`config.mk`:
```
export PLATFORM = sky130hd
export DESIGN_NAME = ethernet_fcs_check
export DESIGN_NICKNAME = d
export VERILOG_FILES = /design/src/rtl/ethernet_fcs_check_pkg.sv /design/src/rtl/eth_crc32_byte_next.sv /design/src/rtl/ethernet_fcs_check.sv
export SDC_FILE = /design/constraint.sdc
export NUM_CORES = 1
export LEC_CHECK = 0
export CELL_PAD_IN_SITES_DETAIL_PLACEMENT = 2
export CELL_PAD_IN_SITES_GLOBAL_PLACEMENT = 2
export CORE_UTILIZATION = 38
export CTS_CLUSTER_DIAMETER = 50
export DETAILED_ROUTE_END_ITERATION = 8
export PLACE_DENSITY = 0.83
export RECOVER_POWER = 25
export SLEW_MARGIN = 20
export SYNTH_ARGS = -nofsm -noshare
export SYNTH_HDL_FRONTEND = slang
export SYNTH_SLANG_ARGS = --single-unit
export TNS_END_PERCENT = 50
```
`constraint.sdc`:
```
create_clock -name clk -period 12 [get_ports clk]
set_clock_uncertainty 0.2 [all_clocks]
set_input_delay 2.4 -clock clk [delete_from_list [all_inputs] [get_ports clk]]
set_output_delay 2.4 -clock clk [all_outputs]
set_load 0.05 [all_outputs]
```
`src/rtl/ethernet_fcs_check_pkg.sv`:
```
// Shared constants and types for the Ethernet receive FCS checker.
// The CRC constants are also used by the transmit-side generator.
package ethernet_fcs_check_pkg;

    localparam logic [31:0] CRC_PRESET  = 32'hFFFF_FFFF;
    localparam logic [31:0] CRC_RESIDUE = 32'hC704_DD7B;
    localparam logic [31:0] CRC_POLY    = 32'h04C1_1DB7;
    localparam int          DLY_BYTES   = 4;

    typedef enum logic {
        ST_IDLE  = 1'b0,
        ST_FRAME = 1'b1
    } state_t;

    typedef struct packed {
        logic        fcs_ok;
        logic        runt;
        logic        giant;
        logic        abort;
        logic [15:0] len;
    } status_t;

endpackage

```
`src/rtl/eth_crc32_byte_next.sv`:
```
// One-byte CRC-32 step, MSB-first register with d[0] entering first
// (d[0] meets crc_in[31], d[7] meets crc_in[24]).
module eth_crc32_byte_next
    import ethernet_fcs_check_pkg::*;
(
    input  logic [31:0] crc_in,
    input  logic [7:0]  d,
    output logic [31:0] crc_out
);

    logic [31:0] crc_w;

    always_comb begin
        crc_w = crc_in;
        for (int i = 0; i < 8; i++) begin
            crc_w = {crc_w[30:0], 1'b0} ^ ((crc_w[31] ^ d[i]) ? CRC_POLY : 32'h0);
        end
        crc_out = crc_w;
    end

endmodule

```
`src/rtl/ethernet_fcs_check.sv`:
```
// Receive-side FCS checker: strips the 4 FCS bytes through a delay line,
// validates CRC and length, and reports one status pulse per frame.
module ethernet_fcs_check
    import ethernet_fcs_check_pkg::*;
#(
    parameter int MIN_LEN = 64,
    parameter int MAX_LEN = 1522
) (
    input  logic        clk,
    input  logic        reset,
    input  logic [7:0]  d,
    input  logic        d_valid,
    input  logic        sof,
    input  logic        eof,
    output logic [7:0]  out_d,
    output logic        out_valid,
    output logic        out_sof,
    output logic        out_eof,
    output logic        out_err,
    output logic        status_valid,
    output logic        status_fcs_ok,
    output logic        status_runt,
    output logic        status_giant,
    output logic        status_abort,
    output logic [15:0] status_len,
    output logic [31:0] good_cnt,
    output logic [31:0] bad_cnt
);

    state_t                        state_q, state_d;
    logic [31:0]                   crc_q, crc_d, crc_in, crc_next;
    logic [15:0]                   cnt_q, cnt_d, cnt_inc;
    logic [DLY_BYTES-1:0][7:0]     dly_q, dly_d;
    status_t                       pend_q, pend_d, st_q, st_d, s_a, s_e;
    logic                          pend_vld_q, pend_vld_d, st_vld_q, st_vld_d;
    logic                          have_a, have_e, in_frame;
    logic [7:0]                    out_d_q, out_d_d;
    logic                          out_valid_q, out_valid_d, out_sof_q, out_sof_d;
    logic                          out_eof_q, out_eof_d, out_err_q, out_err_d;
    logic [31:0]                   good_cnt_q, good_cnt_d, bad_cnt_q, bad_cnt_d;

    function automatic status_t make_status(input logic [15:0] len, input logic fcs_ok,
                                            input logic abort);
        status_t s;
        s        = '0;
        s.len    = len;
        s.abort  = abort;
        s.fcs_ok = fcs_ok & ~abort;
        s.runt   = int'(len) < MIN_LEN;
        s.giant  = int'(len) > MAX_LEN;
        return s;
    endfunction

    function automatic logic is_good(input status_t s);
        return s.fcs_ok & ~s.runt & ~s.giant & ~s.abort;
    endfunction

    function automatic logic [31:0] sat_inc32(input logic [31:0] v);
        return (v == 32'hFFFF_FFFF) ? v : v + 32'd1;
    endfunction

    assign crc_in = sof ? CRC_PRESET : crc_q;

    eth_crc32_byte_next u_crc (
        .crc_in  (crc_in),
        .d       (d),
        .crc_out (crc_next)
    );

    always_ff @(posedge clk) begin
        if (reset) state_q <= ST_IDLE;
        else       state_q <= state_d;
    end

    always_comb begin
        state_d = state_q;
        if (d_valid) begin
            if (sof)                               state_d = eof ? ST_IDLE : ST_FRAME;
            else if (state_q == ST_FRAME && eof)   state_d = ST_IDLE;
        end
    end

    always_comb begin
        in_frame    = (state_q == ST_FRAME);
        cnt_inc     = (cnt_q == 16'hFFFF) ? cnt_q : cnt_q + 16'd1;
        crc_d       = crc_q;
        cnt_d       = cnt_q;
        dly_d       = dly_q;
        out_d_d     = 8'h00;
        out_valid_d = 1'b0;
        out_sof_d   = 1'b0;
        out_eof_d   = 1'b0;
        out_err_d   = 1'b0;
        have_a      = 1'b0;
        have_e      = 1'b0;
        s_a         = '0;
        s_e         = '0;
        if (d_valid) begin
            if (sof) begin
                // A sof inside a frame aborts it; the new frame starts on this beat.
                if (in_frame) begin
                    have_a = 1'b1;
                    s_a    = make_status(cnt_q, 1'b0, 1'b1);
                    if (cnt_q > 16'(DLY_BYTES)) begin
                        out_valid_d = 1'b1;
                        out_eof_d   = 1'b1;
                        out_err_d   = 1'b1;
                    end
                end
                crc_d = crc_next;
                cnt_d = 16'd1;
                dly_d = {dly_q[DLY_BYTES-2:0], d};
                if (eof) begin
                    have_e = 1'b1;
                    s_e    = make_status(16'd1, crc_next == CRC_RESIDUE, 1'b0);
                end
            end else if (in_frame) begin
                crc_d = crc_next;
                cnt_d = cnt_inc;
                dly_d = {dly_q[DLY_BYTES-2:0], d};
                if (cnt_q >= 16'(DLY_BYTES)) begin
                    out_valid_d = 1'b1;
                    out_d_d     = dly_q[DLY_BYTES-1];
                    out_sof_d   = (cnt_q == 16'(DLY_BYTES));
                end
                if (eof) begin
                    have_e    = 1'b1;
                    s_e       = make_status(cnt_inc, crc_next == CRC_RESIDUE, 1'b0);
                    out_eof_d = out_valid_d;
                    out_err_d = out_valid_d & ~is_good(s_e);
                end
            end
        end
    end

    // An abort plus a one-byte frame on the same beat yields two statuses; the
    // second waits one cycle. A pending slot implies IDLE, so no abort can collide.
    always_comb begin
        if (pend_vld_q) begin
            st_d       = pend_q;
            st_vld_d   = 1'b1;
            pend_d     = s_e;
            pend_vld_d = have_e;
        end else if (have_a) begin
            st_d       = s_a;
            st_vld_d   = 1'b1;
            pend_d     = s_e;
            pend_vld_d = have_e;
        end else begin
            st_d       = s_e;
            st_vld_d   = have_e;
            pend_d     = pend_q;
            pend_vld_d = 1'b0;
        end
        good_cnt_d = good_cnt_q;
        bad_cnt_d  = bad_cnt_q;
        if (st_vld_d) begin
            if (is_good(st_d)) good_cnt_d = sat_inc32(good_cnt_q);
            else               bad_cnt_d  = sat_inc32(bad_cnt_q);
        end
    end

    always_ff @(posedge clk) begin
        if (reset) begin
            crc_q       <= CRC_PRESET;
            cnt_q       <= 16'd0;
            pend_q      <= '0;
            pend_vld_q  <= 1'b0;
            st_q        <= '0;
            st_vld_q    <= 1'b0;
            out_d_q     <= 8'h00;
            out_valid_q <= 1'b0;
            out_sof_q   <= 1'b0;
            out_eof_q   <= 1'b0;
            out_err_q   <= 1'b0;
            good_cnt_q  <= 32'd0;
            bad_cnt_q   <= 32'd0;
        end else begin
            crc_q       <= crc_d;
            cnt_q       <= cnt_d;
            pend_q      <= pend_d;
            pend_vld_q  <= pend_vld_d;
            st_q        <= st_d;
            st_vld_q    <= st_vld_d;
            out_d_q     <= out_d_d;
            out_valid_q <= out_valid_d;
            out_sof_q   <= out_sof_d;
            out_eof_q   <= out_eof_d;
            out_err_q   <= out_err_d;
            good_cnt_q  <= good_cnt_d;
            bad_cnt_q   <= bad_cnt_d;
        end
    end

    // Delay-line contents are only meaningful below cnt_q, so they need no reset.
    always_ff @(posedge clk) begin
        dly_q <= dly_d;
    end

    assign out_d         = out_d_q;
    assign out_valid     = out_valid_q;
    assign out_sof       = out_sof_q;
    assign out_eof       = out_eof_q;
    assign out_err       = out_err_q;
    assign status_valid  = st_vld_q;
    assign status_fcs_ok = st_q.fcs_ok;
    assign status_runt   = st_q.runt;
    assign status_giant  = st_q.giant;
    assign status_abort  = st_q.abort;
    assign status_len    = st_q.len;
    assign good_cnt      = good_cnt_q;
    assign bad_cnt       = bad_cnt_q;

endmodule

```
==> impl_metrics.csv <==
group,metric,value,unit
power_and_ir_drop,power.internal,1110,uW
synthesis,ys_ff_latch,198,
route,drc,0,
synthesis,synth_top_area_share,33.3,%
synthesis,netlist_area,9980,um2
finish,fin_util,46.5,%
critical_path,startpoint_type,"input port",
critical_path,crit_path_max_fanout,96,
clock_tree,cts_tree,"built",
die,ios,110,
hold_path,holdCritPathClass,"reg2reg",
clock_tree,clkTransAtPathRegs,80,ps
clock_tree,clock_latency,450,ps
grt,grtUsageMet1,32.8,%
clock_tree,cts_buffers,17,
synthesis,synthSimpleGateAreaFrac,24.0,%
synthesis,muxShareOfSynthArea,2.18,%
grt,grt_max_degree,97,
clock_tree,cts_hold_buf,0,
synthesis,netlist_top_cells_count,"166 x dfxtp_1, 149 x nor2_1, 99 x nand2_1",
place,post-dp-hpwl,22900,um
timing,fin_tns_setup,0,ps
finish,drive_above_1_share,6.23,%
power_and_ir_drop,share_seq_of_total_power,44.5,%
grt,grt_util_all_layers,26.4,%
route,routedWlPerCell,22.8,um
route,drtAntennaViolNets,0,
synthesis,synth_compound_area_share,13.2,%
timing,rsz0062_at_grt,"false",
grt,grtUsageMet2,47.6,%
synthesis,synth_top_cell_by_area,"dfxtp_1",
finish,fill_cells,2730,
place,portBuffers,109,
synthesis,synth_cell_type_count,66,
route,wl,34600,um
timing,tightest_slew,4470,ps
finish,syn_to_final_growth,18.8,%
synthesis,synth_top_family_by_area,"simple AND/OR/NAND/NOR gates",
die,start_util,39.2,%
power_and_ir_drop,p_total,1610,uW
synthesis,seq_area_frac_synth,42.9,%
die,core_region_area,25500,um2
timing,slew_headroom,-198,%
grt,use_met3,3.61,%
synthesis,ys.flop_type,"dfxtp_1",
place,gp_congestion,0.857,
route,num_vias,8935,
die,die_h,164,um
run_status,violations,"max-capacitance violations, max-slew violations",
synthesis,yosysMostFrequentCell,"dfxtp_1",
clock_tree,clockBufferDepth,2,
critical_path,cp_data_arrival_time,7990,ps
timing,fin_crit_sh,65.6,%
synthesis,postSynthCellCount,1118,
die,die_w,164,um
grt,grt_pass1_vias,9570,
die,dieArea,26900,um2
grt,gr-total-overflow,0,
finish,nNetsFinal,1192,
power_and_ir_drop,pwr-share-clk,38.8,%
route,vias_per_cell,5.89,
synthesis,synth_fp_nets,1136,
power_and_ir_drop,powerDensity,135,nW/um2
synthesis,synthXorXnorAreaFrac,13.0,%
synthesis,synth_area_per_cell,8.92,um2
timing,max_freq,127,MHz
clock_tree,cts_sinks,198,
grt,antenna_found_initial,1,
timing,min_period,7870,ps
job,cap_violations,3,
clock_tree,cts_max_level,4,
route,drtIter0Drc,651,
synthesis,synth_fa_ha_area_share,0.627,%
synthesis,yosysWarnings,0,
synthesis,ys_async_sr_fraction,0,%
critical_path,criticalPathCategory,"in2reg",
power_and_ir_drop,leakage,0.00440,uW
synthesis,ys_top_cells_by_area,"dfxtp_1 33%, edfxtp_1 9.6%, xnor2_1 6.3%",
critical_path,critical_path_required,12130,ps
timing,drv_slew,191,
grt,grt_pass1_wl,54900,um
power_and_ir_drop,p_switching,495,uW
power_and_ir_drop,ir_drop,82.1,uV
clock_tree,cts-root-buf,"clkbuf_16",
timing,finalHoldViolations,0,
timing,setup_viol,0,
route,drtPass1Iterations,7,
clock_tree,cts_resized,0,
run_status,outcome,"finished, violations left",
die,rows,58,
grt,grt_most_used_layer,"met2",
synthesis,synth_edf_count,32,
critical_path,end_kind,"flip-flop",
power_and_ir_drop,power.share.combinational,16.8,%
power_and_ir_drop,p_sw_share,30.9,%
clock_tree,cts_setup_buffers,0,
==> critical path, stage by stage <==
cell	delay, ps
clkbuf_1	1380
clkbuf_1	3220
inv_1	220
buf_4	470
nand2_1	150
o21ai_0	90
==> area by class of cell <==
class                      count  area [um2]  area share, %
antenna                        1        2.50         0.0211
clock buffer                  17         425           3.59
clock inverter                15         201           1.70
inverter                      16        61.3          0.517
multi-input combinational    822        5310           44.8
sequential                   198        4280           36.1
tap                          330         413           3.48
timing repair buffer         119        1150           9.71
==> cell families (layout without fill, tap and decap cells) <==
logic type,Yosys count,in the layout
fa+ha+maj,5,5
flops,198,198
mux,20,20
xor+xnor,121,121
compound gates,191,191
other cells,0,1
buf+inv,98,167
simple gates,485,485
==> power by group through the flow <==
| stage | combinational [uW] | clock (uW) | sequential [uW] |
|---|---|---|---|
| finish | 269 | 622 | 714 |
| global route | 286 | 651 | 716 |
| global placement | 246 | 0 | 726 |
| detailed placement | 258 | 0 | 728 |
| floorplan | 197 | 0 | 720 |
| CTS | 269 | 634 | 714 |
==> metrics by stage <==
step	std cells	area (um2)	setup WS [ps]	hold slack, ps
final	1518	11900	4130	228
after global routing	1517	11800	3520	235
after CTS	1517	11800	4540	226
after detailed placement	1485	11200	4230	206
after global placement	1485	11200	4500	200
after floorplan	1118	9980	5920	200
==> per-layer routing <==
metal,wire [um],part of all wire (%),vias to the layer above
met3,1040,3.0,36
li1,-,-,4095
met4,514,1.5,0
met5,0,0,-
met2,18000,52,178
met1,15100,44,4626
==> sequential cells by signal, summed over array words and instances (netlist names) <==
| name | cells |
|---|---|
| out_eof | 1 |
| pend_q | 19 |
| status_valid | 1 |
| status_abort | 1 |
| status_runt | 1 |
| status_len | 16 |
| out_sof | 1 |
| good_cnt | 32 |
| out_d | 8 |
| out_valid | 1 |
| dly_q | 32 |
| pend_vld_q | 1 |
| in_frame | 1 |
| bad_cnt | 32 |
| status_giant | 1 |
| status_fcs_ok | 1 |
| cnt_q | 16 |
| crc_q | 32 |
| out_err | 1 |
==> path summary, 6_finish.rpt <==
path                                       startpoint                        to  slack [ps]  depth (start not counted)
worst max-delay path                            reset  good_cnt[6]$_SDFFE_PP0P_        4130                          6
worst min-delay path              dly_q[17]$_DFFE_PP_       dly_q[25]$_DFFE_PP_         230                          0
worst max register to register  in_frame$_SDFFE_PP0P_  bad_cnt[16]$_SDFFE_PP0P_        6460                          8
worst min register to register    dly_q[17]$_DFFE_PP_       dly_q[25]$_DFFE_PP_         230                          0
==> placed cells by master (no fill, tap or decap), drive strengths merged, types with 6 or more instances in the layout <==
cell type	count
a21o	6
a21oi	47
a222oi	13
a22oi	28
a31oi	9
and2	14
and3	32
and4	10
buf	10
clkbuf	19
clkdlybuf4s50	70
clkinv	6
dfxtp	166
dlygate4sd3	37
edfxtp	32
inv	22
mux2	14
mux2i	6
nand2	100
nand3	53
nand4	18
nor2	149
nor2b	16
nor3	32
nor4	16
o211ai	19
o21ai	27
o31ai	7
or3	19
or4	13
xnor2	74
xnor3	9
xor2	32
xor3	6
No activity file was read; power rests on OpenSTA's default activity.
